===== src/rtl/spi_cmd_pkg.sv =====
// Shared constants and types for the SPI command sequencer.
package spi_cmd_pkg;

    // Command bytes recognised at the start of a command
    localparam logic [7:0] CMD_CONF  = 8'h2A;
    localparam logic [7:0] CMD_ADDR  = 8'h2B;
    localparam logic [7:0] CMD_DATA  = 8'h2C;
    localparam logic [7:0] CMD_FLUSH = 8'h2F;

    // Waveform timing defaults loaded at reset
    localparam logic [7:0] CFG_T0H_RST  = 8'h10;
    localparam logic [7:0] CFG_T1H_RST  = 8'h28;
    localparam logic [7:0] CFG_TBIT_RST = 8'h3C;

    // Parser states
    typedef enum logic [2:0] {
        IDLE,
        CONF,
        ADDR,
        DATA,
        DISCARD
    } state_t;

endpackage


===== src/rtl/spi_cmd_ctrl.sv =====
// Command sequencer: parses SPI bytes into config loads, RAM pointer
// updates, pixel writes and frame flushes toward the LED output engine.
import spi_cmd_pkg::*;

module spi_cmd_ctrl #(
    parameter int ADDR_WIDTH = 10
) (
    input  logic                  clk_in,
    input  logic                  rst_in,
    input  logic                  spi_cs_n_in,
    input  logic                  byte_rdy_in,
    input  logic [7:0]            byte_data_in,
    input  logic                  led_busy_in,
    output logic                  ram_wr_en_out,
    output logic [ADDR_WIDTH-1:0] ram_wr_addr_out,
    output logic [7:0]            ram_wr_data_out,
    output logic [7:0]            cfg_t0h_out,
    output logic [7:0]            cfg_t1h_out,
    output logic [7:0]            cfg_tbit_out,
    output logic                  frame_start_out,
    output logic [ADDR_WIDTH:0]   frame_len_out
);

    localparam logic [ADDR_WIDTH:0]   CNT_MAX = {1'b1, {ADDR_WIDTH{1'b0}}};
    localparam logic [ADDR_WIDTH:0]   CNT_ONE = {{ADDR_WIDTH{1'b0}}, 1'b1};
    localparam logic [ADDR_WIDTH-1:0] PTR_ONE = {{(ADDR_WIDTH-1){1'b0}}, 1'b1};

    state_t                state;
    logic [1:0]            byte_idx;
    logic [7:0]            t0h_stage;
    logic [7:0]            t1h_stage;
    logic [7:0]            addr_hi;
    logic [ADDR_WIDTH-1:0] wr_ptr;
    logic [ADDR_WIDTH:0]   data_cnt;
    logic                  flush_pend;
    logic                  cs_n_q;
    logic                  byte_ok;
    logic                  flush_cmd;

    // A byte counts while CS is low, and also on the very cycle CS rises
    // so the final byte of a session is not lost.
    assign byte_ok   = byte_rdy_in && (!spi_cs_n_in || !cs_n_q);
    assign flush_cmd = byte_ok && (state == IDLE) && (byte_data_in == CMD_FLUSH);

    // Remember the previous CS level to recognise the rising cycle
    always_ff @(posedge clk_in) begin
        if (rst_in) begin
            cs_n_q <= 1'b1;
        end else begin
            cs_n_q <= spi_cs_n_in;
        end
    end

    // Command parser: decodes bytes, loads config and pointer, writes RAM
    always_ff @(posedge clk_in) begin
        if (rst_in) begin
            state           <= IDLE;
            byte_idx        <= 2'd0;
            t0h_stage       <= 8'h00;
            t1h_stage       <= 8'h00;
            addr_hi         <= 8'h00;
            wr_ptr          <= '0;
            data_cnt        <= '0;
            ram_wr_en_out   <= 1'b0;
            ram_wr_addr_out <= '0;
            ram_wr_data_out <= 8'h00;
            cfg_t0h_out     <= CFG_T0H_RST;
            cfg_t1h_out     <= CFG_T1H_RST;
            cfg_tbit_out    <= CFG_TBIT_RST;
            frame_len_out   <= '0;
        end else begin
            ram_wr_en_out <= 1'b0;
            if (byte_ok) begin
                case (state)
                    IDLE: begin
                        byte_idx <= 2'd0;
                        case (byte_data_in)
                            CMD_CONF:  state <= CONF;
                            CMD_ADDR:  state <= ADDR;
                            CMD_DATA:  state <= DATA;
                            CMD_FLUSH: begin
                                frame_len_out <= data_cnt;
                                data_cnt      <= '0;
                            end
                            default:   state <= DISCARD;
                        endcase
                    end
                    CONF: begin
                        case (byte_idx)
                            2'd0: begin
                                t0h_stage <= byte_data_in;
                                byte_idx  <= 2'd1;
                            end
                            2'd1: begin
                                t1h_stage <= byte_data_in;
                                byte_idx  <= 2'd2;
                            end
                            default: begin
                                cfg_t0h_out  <= t0h_stage;
                                cfg_t1h_out  <= t1h_stage;
                                cfg_tbit_out <= byte_data_in;
                                byte_idx     <= 2'd0;
                                state        <= IDLE;
                            end
                        endcase
                    end
                    ADDR: begin
                        if (byte_idx == 2'd0) begin
                            addr_hi  <= byte_data_in;
                            byte_idx <= 2'd1;
                        end else begin
                            wr_ptr   <= ADDR_WIDTH'({addr_hi, byte_data_in});
                            byte_idx <= 2'd0;
                            state    <= IDLE;
                        end
                    end
                    DATA: begin
                        ram_wr_en_out   <= 1'b1;
                        ram_wr_addr_out <= wr_ptr;
                        ram_wr_data_out <= byte_data_in;
                        wr_ptr          <= wr_ptr + PTR_ONE;
                        if (data_cnt != CNT_MAX) begin
                            data_cnt <= data_cnt + CNT_ONE;
                        end
                    end
                    DISCARD: begin
                        state <= DISCARD;
                    end
                    default: begin
                        state <= IDLE;
                    end
                endcase
            end
            if (spi_cs_n_in) begin
                state    <= IDLE;
                byte_idx <= 2'd0;
            end
        end
    end

    // Flush scheduler: hold a pending frame start until the engine is idle
    always_ff @(posedge clk_in) begin
        if (rst_in) begin
            flush_pend      <= 1'b0;
            frame_start_out <= 1'b0;
        end else begin
            frame_start_out <= flush_pend && !led_busy_in;
            if (flush_cmd) begin
                flush_pend <= 1'b1;
            end else if (flush_pend && !led_busy_in) begin
                flush_pend <= 1'b0;
            end
        end
    end

endmodule


===== config.mk =====
export PLATFORM = sky130hd
export DESIGN_NAME = spi_cmd_ctrl
export DESIGN_NICKNAME = d
export VERILOG_FILES = /design/src/rtl/spi_cmd_pkg.sv /design/src/rtl/spi_cmd_ctrl.sv
export SDC_FILE = /design/constraint.sdc
export NUM_CORES = 1
export LEC_CHECK = 0
export ABC_CLOCK_PERIOD_IN_PS = 1500
export CORE_MARGIN = 1
export CORE_UTILIZATION = 43
export DETAILED_ROUTE_END_ITERATION = 8
export PLACE_DENSITY = 0.69
export SKIP_LAST_GASP = 1
export SLEW_MARGIN = 40
export SYNTH_ARGS = -nofsm -noshare
export SYNTH_HDL_FRONTEND = slang
export SYNTH_SLANG_ARGS = --single-unit

===== constraint.sdc =====
create_clock -name clk_in -period 1.5 [get_ports clk_in]
set_input_delay 0.225 -clock clk_in [delete_from_list [all_inputs] [get_ports clk_in]]
set_output_delay 0.225 -clock clk_in [all_outputs]
set_load 0.02 [all_outputs]

==> impl_metrics.prom <==
# TYPE chip_impl_metric gauge
chip_impl_info{name="outcome",value="finished, violations left"} 1
chip_impl_info{name="violations_in_the_final_reports",value="negative setup slack"} 1
chip_impl_metric{name="gr-usage-met3",unit=""} 0.03932
chip_impl_info{name="worst_hold_path_type",value="primary input to register"} 1
chip_impl_metric{name="rr_worst_depth",unit=""} 5
chip_impl_metric{name="portBuffers",unit=""} 67
chip_impl_metric{name="fillers",unit=""} 770
chip_impl_metric{name="ys_types",unit=""} 62
chip_impl_metric{name="design.die.area",unit="mm^2"} 0.01061
chip_impl_metric{name="placement.cell_area",unit="mm^2"} 0.005801
chip_impl_metric{name="routed_wirelength",unit="mm"} 13.85
chip_impl_metric{name="floorplan.die.height",unit="um"} 103.0
chip_impl_metric{name="synth_seq_cells",unit=""} 101
chip_impl_info{name="layout.cells.most_common_list",value="nand2_1, dfxtp_1, buf_4"} 1
chip_impl_metric{name="grt_max_degree",unit=""} 40
chip_impl_metric{name="chipWidth",unit="um"} 103.0
chip_impl_metric{name="core",unit="mm^2"} 0.009819
chip_impl_metric{name="drt-wirelength-per-cell",unit="um"} 16.95
chip_impl_metric{name="final_setup_violations",unit=""} 89
chip_impl_metric{name="synthesis.yosys.warnings",unit=""} 0
chip_impl_metric{name="post_cts_hold_buffer_count",unit=""} 0
chip_impl_metric{name="largest_fanout_on_the_critical_path",unit=""} 5
chip_impl_metric{name="gp_routability_congestion",unit=""} 0.8387
chip_impl_metric{name="minimum_clock_period",unit="ns"} 1.727
chip_impl_metric{name="power_leakage",unit="nW"} 2.746
chip_impl_metric{name="met1_usage",unit=""} 0.2941
chip_impl_metric{name="synth_enable_flop_cells",unit=""} 0
chip_impl_info{name="crit_path_end_kind",value="register"} 1
chip_impl_metric{name="synth_top_cell_area_share",unit=""} 0.4609
chip_impl_info{name="synth_ff_type",value="dfxtp_1"} 1
chip_impl_metric{name="synth-xor-area-share",unit=""} 0.003993
chip_impl_metric{name="drive_above_1_share",unit=""} 0.3494
chip_impl_metric{name="syn_to_final_growth",unit="%"} 53.94
chip_impl_metric{name="peak_clock_frequency_supported_by_timing",unit="MHz"} 579.0
chip_impl_info{name="cts_tree",value="done"} 1
chip_impl_info{name="combinational_family_with_the_most_area_after_synthesis",value="simple AND/OR/NAND/NOR gates"} 1
chip_impl_metric{name="numClockSinks",unit=""} 101
chip_impl_metric{name="post_placement_worst_setup_slack",unit="ns"} -0.5722
chip_impl_metric{name="global_route.overflow_total",unit=""} 0
chip_impl_info{name="crit_type",value="register to register"} 1
chip_impl_metric{name="yosys.area_share.simple",unit=""} 0.2604
chip_impl_info{name="layout_commonest_cell",value="nand2_1"} 1
chip_impl_metric{name="rrSetupSlack",unit="ns"} -0.23
chip_impl_metric{name="synthAdderAreaFrac",unit=""} 0.008557
chip_impl_metric{name="postSynth.asyncResetShare",unit=""} 0
chip_impl_metric{name="rows",unit=""} 36
chip_impl_metric{name="yosysSeqAreaShare",unit=""} 0.4609
chip_impl_info{name="cts_root_buffer",value="clkbuf_8"} 1
chip_impl_info{name="top_usage_layer",value="met2"} 1
chip_impl_metric{name="wire_length_of_the_first_global_routing_pass",unit="mm"} 19.67
chip_impl_metric{name="grt_antenna_before_repair",unit=""} 0
chip_impl_metric{name="power_density",unit="mW/mm^2"} 692.5
chip_impl_info{name="regToRegEndpoint",value="wr_ptr[9]$_SDFFE_PP0P_"} 1
chip_impl_metric{name="number_of_vias_in_the_routed_layout",unit=""} 4463
chip_impl_metric{name="max_cap_violations",unit=""} 0
chip_impl_info{name="timing.hold.worst_endpoint",value="data_cnt[0]$_SDFFE_PP0P_"} 1
chip_impl_metric{name="final_max_slew_viol_count",unit=""} 0
chip_impl_info{name="timing.hold.worst.start",value="rst_in"} 1
chip_impl_metric{name="cts_inserted_buffers",unit=""} 9
chip_impl_metric{name="finish.instance_area",unit="mm^2"} 0.006753
chip_impl_metric{name="synth_cells",unit=""} 511
chip_impl_metric{name="initial_core_util",unit=""} 0.4467
chip_impl_metric{name="mappedNetlistArea",unit="mm^2"} 0.004387
chip_impl_metric{name="avgViaCountPerCell",unit=""} 5.463
chip_impl_metric{name="detail-route-antenna-nets",unit=""} 0
chip_impl_info{name="cell_types_with_the_largest_area_share_after_synthesis",value="dfxtp_1, nand2_1, mux2i_1"} 1
chip_impl_metric{name="report.final.hold_viol_count",unit=""} 0
chip_impl_info{name="rsz0062_at_grt",value="true"} 1
chip_impl_metric{name="syn-mean-instance-area",unit="um^2"} 8.585
chip_impl_metric{name="synth-compound-area-share",unit=""} 0.1455
chip_impl_metric{name="placed_cells",unit=""} 765
chip_impl_metric{name="timing.final.crit_share",unit=""} 1.151
chip_impl_metric{name="vias_in_the_first_global_route",unit=""} 4129
chip_impl_metric{name="worst_ir_drop_vdd",unit="uV"} 458.5
chip_impl_metric{name="synth.net_count",unit=""} 527
chip_impl_info{name="netlist.top_cell.by_area",value="dfxtp_1"} 1
chip_impl_metric{name="power",unit="mW"} 4.677
chip_impl_metric{name="post_route_non_filler_standard_cell_count",unit=""} 817
chip_impl_info{name="startpoint_type_of_the_worst_setup_path",value="register"} 1
chip_impl_metric{name="grt_use_total",unit=""} 0.2388
chip_impl_metric{name="number_of_diodes",unit=""} 0
chip_impl_metric{name="dpl.hpwl",unit="mm"} 8.130
chip_impl_metric{name="detail_route.drc_violations",unit=""} 0
chip_impl_metric{name="clkSlewWorstSetupHoldPaths",unit="ns"} 0.11
chip_impl_metric{name="detail_route.first_pass.iterations",unit=""} 7
chip_impl_metric{name="timing_worst_slew_pin_value",unit="ns"} 0.4262
chip_impl_metric{name="boundaryPins",unit=""} 68
chip_impl_metric{name="h-tree-depth",unit=""} 3
chip_impl_metric{name="clock_insertion_delay_worst_skew",unit="ns"} 0.37
chip_impl_metric{name="met2_track_usage_gr",unit=""} 0.4226
chip_impl_metric{name="maxSlewHeadroom",unit=""} 0.7159
chip_impl_metric{name="yosys-mux-area-fraction",unit=""} 0.06617
chip_impl_metric{name="pnr_worst_setup_slack",unit="ns"} -0.2272
chip_impl_metric{name="nets",unit=""} 695
chip_impl_metric{name="cp.required",unit="ns"} 1.75
chip_impl_metric{name="critical_path_arrival",unit="ns"} 1.97
chip_impl_metric{name="clock_skew",unit="ns"} 0.009082
chip_impl_metric{name="clock_tree.buffer_depth",unit=""} 2
chip_impl_metric{name="first_iter_violations",unit=""} 315
chip_impl_info{name="critical_path.reg2reg.startpoint",value="cs_n_q$_SDFF_PP1_"} 1
chip_impl_metric{name="min_path_cells",unit=""} 2
[worst max-delay path: stages (launching register included)]
cell	delay (ns)
dfxtp_4	0.36
a21bo_4	0.24
or4b_4	0.59
a21o_1	0.20
a22oi_2	0.15
nor2_1	0.07
[layer usage]
metal	vias to the layer above	wire, um	part of all wire
met5	-	0	0
met1	2163	5756	0.42
met3	42	651	0.047
li1	2101	-	-
met4	0	354	0.026
met2	157	7089	0.51
[layout make-up]
type                    count  area [um^2]  share of cell area
clock inverters             7        67.56             0.01001
clock buffers               9        123.9             0.01834
well taps                 133        166.4             0.02464
multi-input cells         366         2489              0.3685
repair buffers            196         1841              0.2726
flip-flops and latches    101         2047              0.3031
inverters                   5        18.77            0.002779
[power breakdown]
part | internal [mW] | total [mW] | switching (mW)
Clock | 0.645 | 1.70 | 1.06
Combinational | 0.133 | 0.293 | 0.160
Sequential | 2.67 | 2.68 | 0.00497
Total | 3.45 | 4.68 | 1.22
[flip-flops by register name, summed over array words and instances (netlist names)]
| register | cells |
|---|---|
| ram_wr_en_out | 1 |
| cfg_t0h_out | 8 |
| ram_wr_data_out | 8 |
| ram_wr_addr_out | 10 |
| data_cnt | 11 |
| flush_pend | 1 |
| frame_start_out | 1 |
| cfg_t1h_out | 8 |
| t0h_stage | 8 |
| cs_n_q | 1 |
| frame_len_out | 11 |
| cfg_tbit_out | 8 |
| t1h_stage | 8 |
| addr_hi | 2 |
| state | 3 |
| wr_ptr | 10 |
| byte_idx | 2 |
[cells in the mapped netlist (3+ instances only)]
| cell | n |
|---|---|
| and3_1 | 3 |
| nand4_1 | 5 |
| buf_4 | 4 |
| inv_1 | 5 |
| mux2i_1 | 29 |
| o21ai_0 | 11 |
| a22oi_1 | 5 |
| ha_1 | 3 |
| buf_2 | 10 |
| a311oi_1 | 3 |
| dfxtp_1 | 101 |
| nand2b_1 | 3 |
| clkbuf_1 | 18 |
| or4_1 | 3 |
| nand3_1 | 11 |
| a211oi_1 | 5 |
| nor2_1 | 53 |
| nor4_1 | 3 |
| nand2_1 | 110 |
| a21oi_1 | 56 |
| nor3_1 | 8 |
| nand3b_1 | 8 |
| o22ai_1 | 4 |
| buf_6 | 6 |
[stage by stage]
step	setup TNS (ns)	utilization	hold slack [ns]
after floorplan	-0.7808	-	0.3011
after global placement	-35.51	0.5907	0.4415
after detailed placement	-37.08	0.5907	0.4476
after CTS	-3.633	0.6375	0.2063
after global routing	-16.34	0.6877	0.2490
final	-10.28	0.6877	0.2300
[worst max path at each step]
stage / startpoint / endpoint / cells after the start
after floorplan: state[0]$_SDFFE_PP0P_ / frame_len_out[10]$_SDFFE_PP0P_ / 7
after global placement: spi_cs_n_in / wr_ptr[9]$_SDFFE_PP0P_ / 6
after CTS: state[0]$_SDFFE_PP0P_ / frame_len_out[9]$_SDFFE_PP0P_ / 7
final: cs_n_q$_SDFF_PP1_ / wr_ptr[9]$_SDFFE_PP0P_ / 5
after detailed placement: byte_data_in[7] / frame_len_out[3]$_SDFFE_PP0P_ / 8
after global routing: cs_n_q$_SDFF_PP1_ / wr_ptr[9]$_SDFFE_PP0P_ / 5
[cells by family (layout without fill, tap and decap cells)]
family | count (synthesis) | count (layout)
AND/OR/NAND/NOR | 230 | 230
AO/OA/AOI/OAI | 102 | 102
flip-flops | 101 | 101
buffers and inverters | 44 | 217
multiplexers | 29 | 29
adder cells (fa/ha/maj) | 3 | 3
XOR/XNOR | 2 | 2
[what timing repair did]
action / CTS / global route
endpoints found under the setup margin: 122 / 94
resized for setup: 116 / 75
pin swaps: 28 / 42
buffers inserted: 14 / 22
gates cloned: 1 / 6
Power figures use the tool's default switching activity.
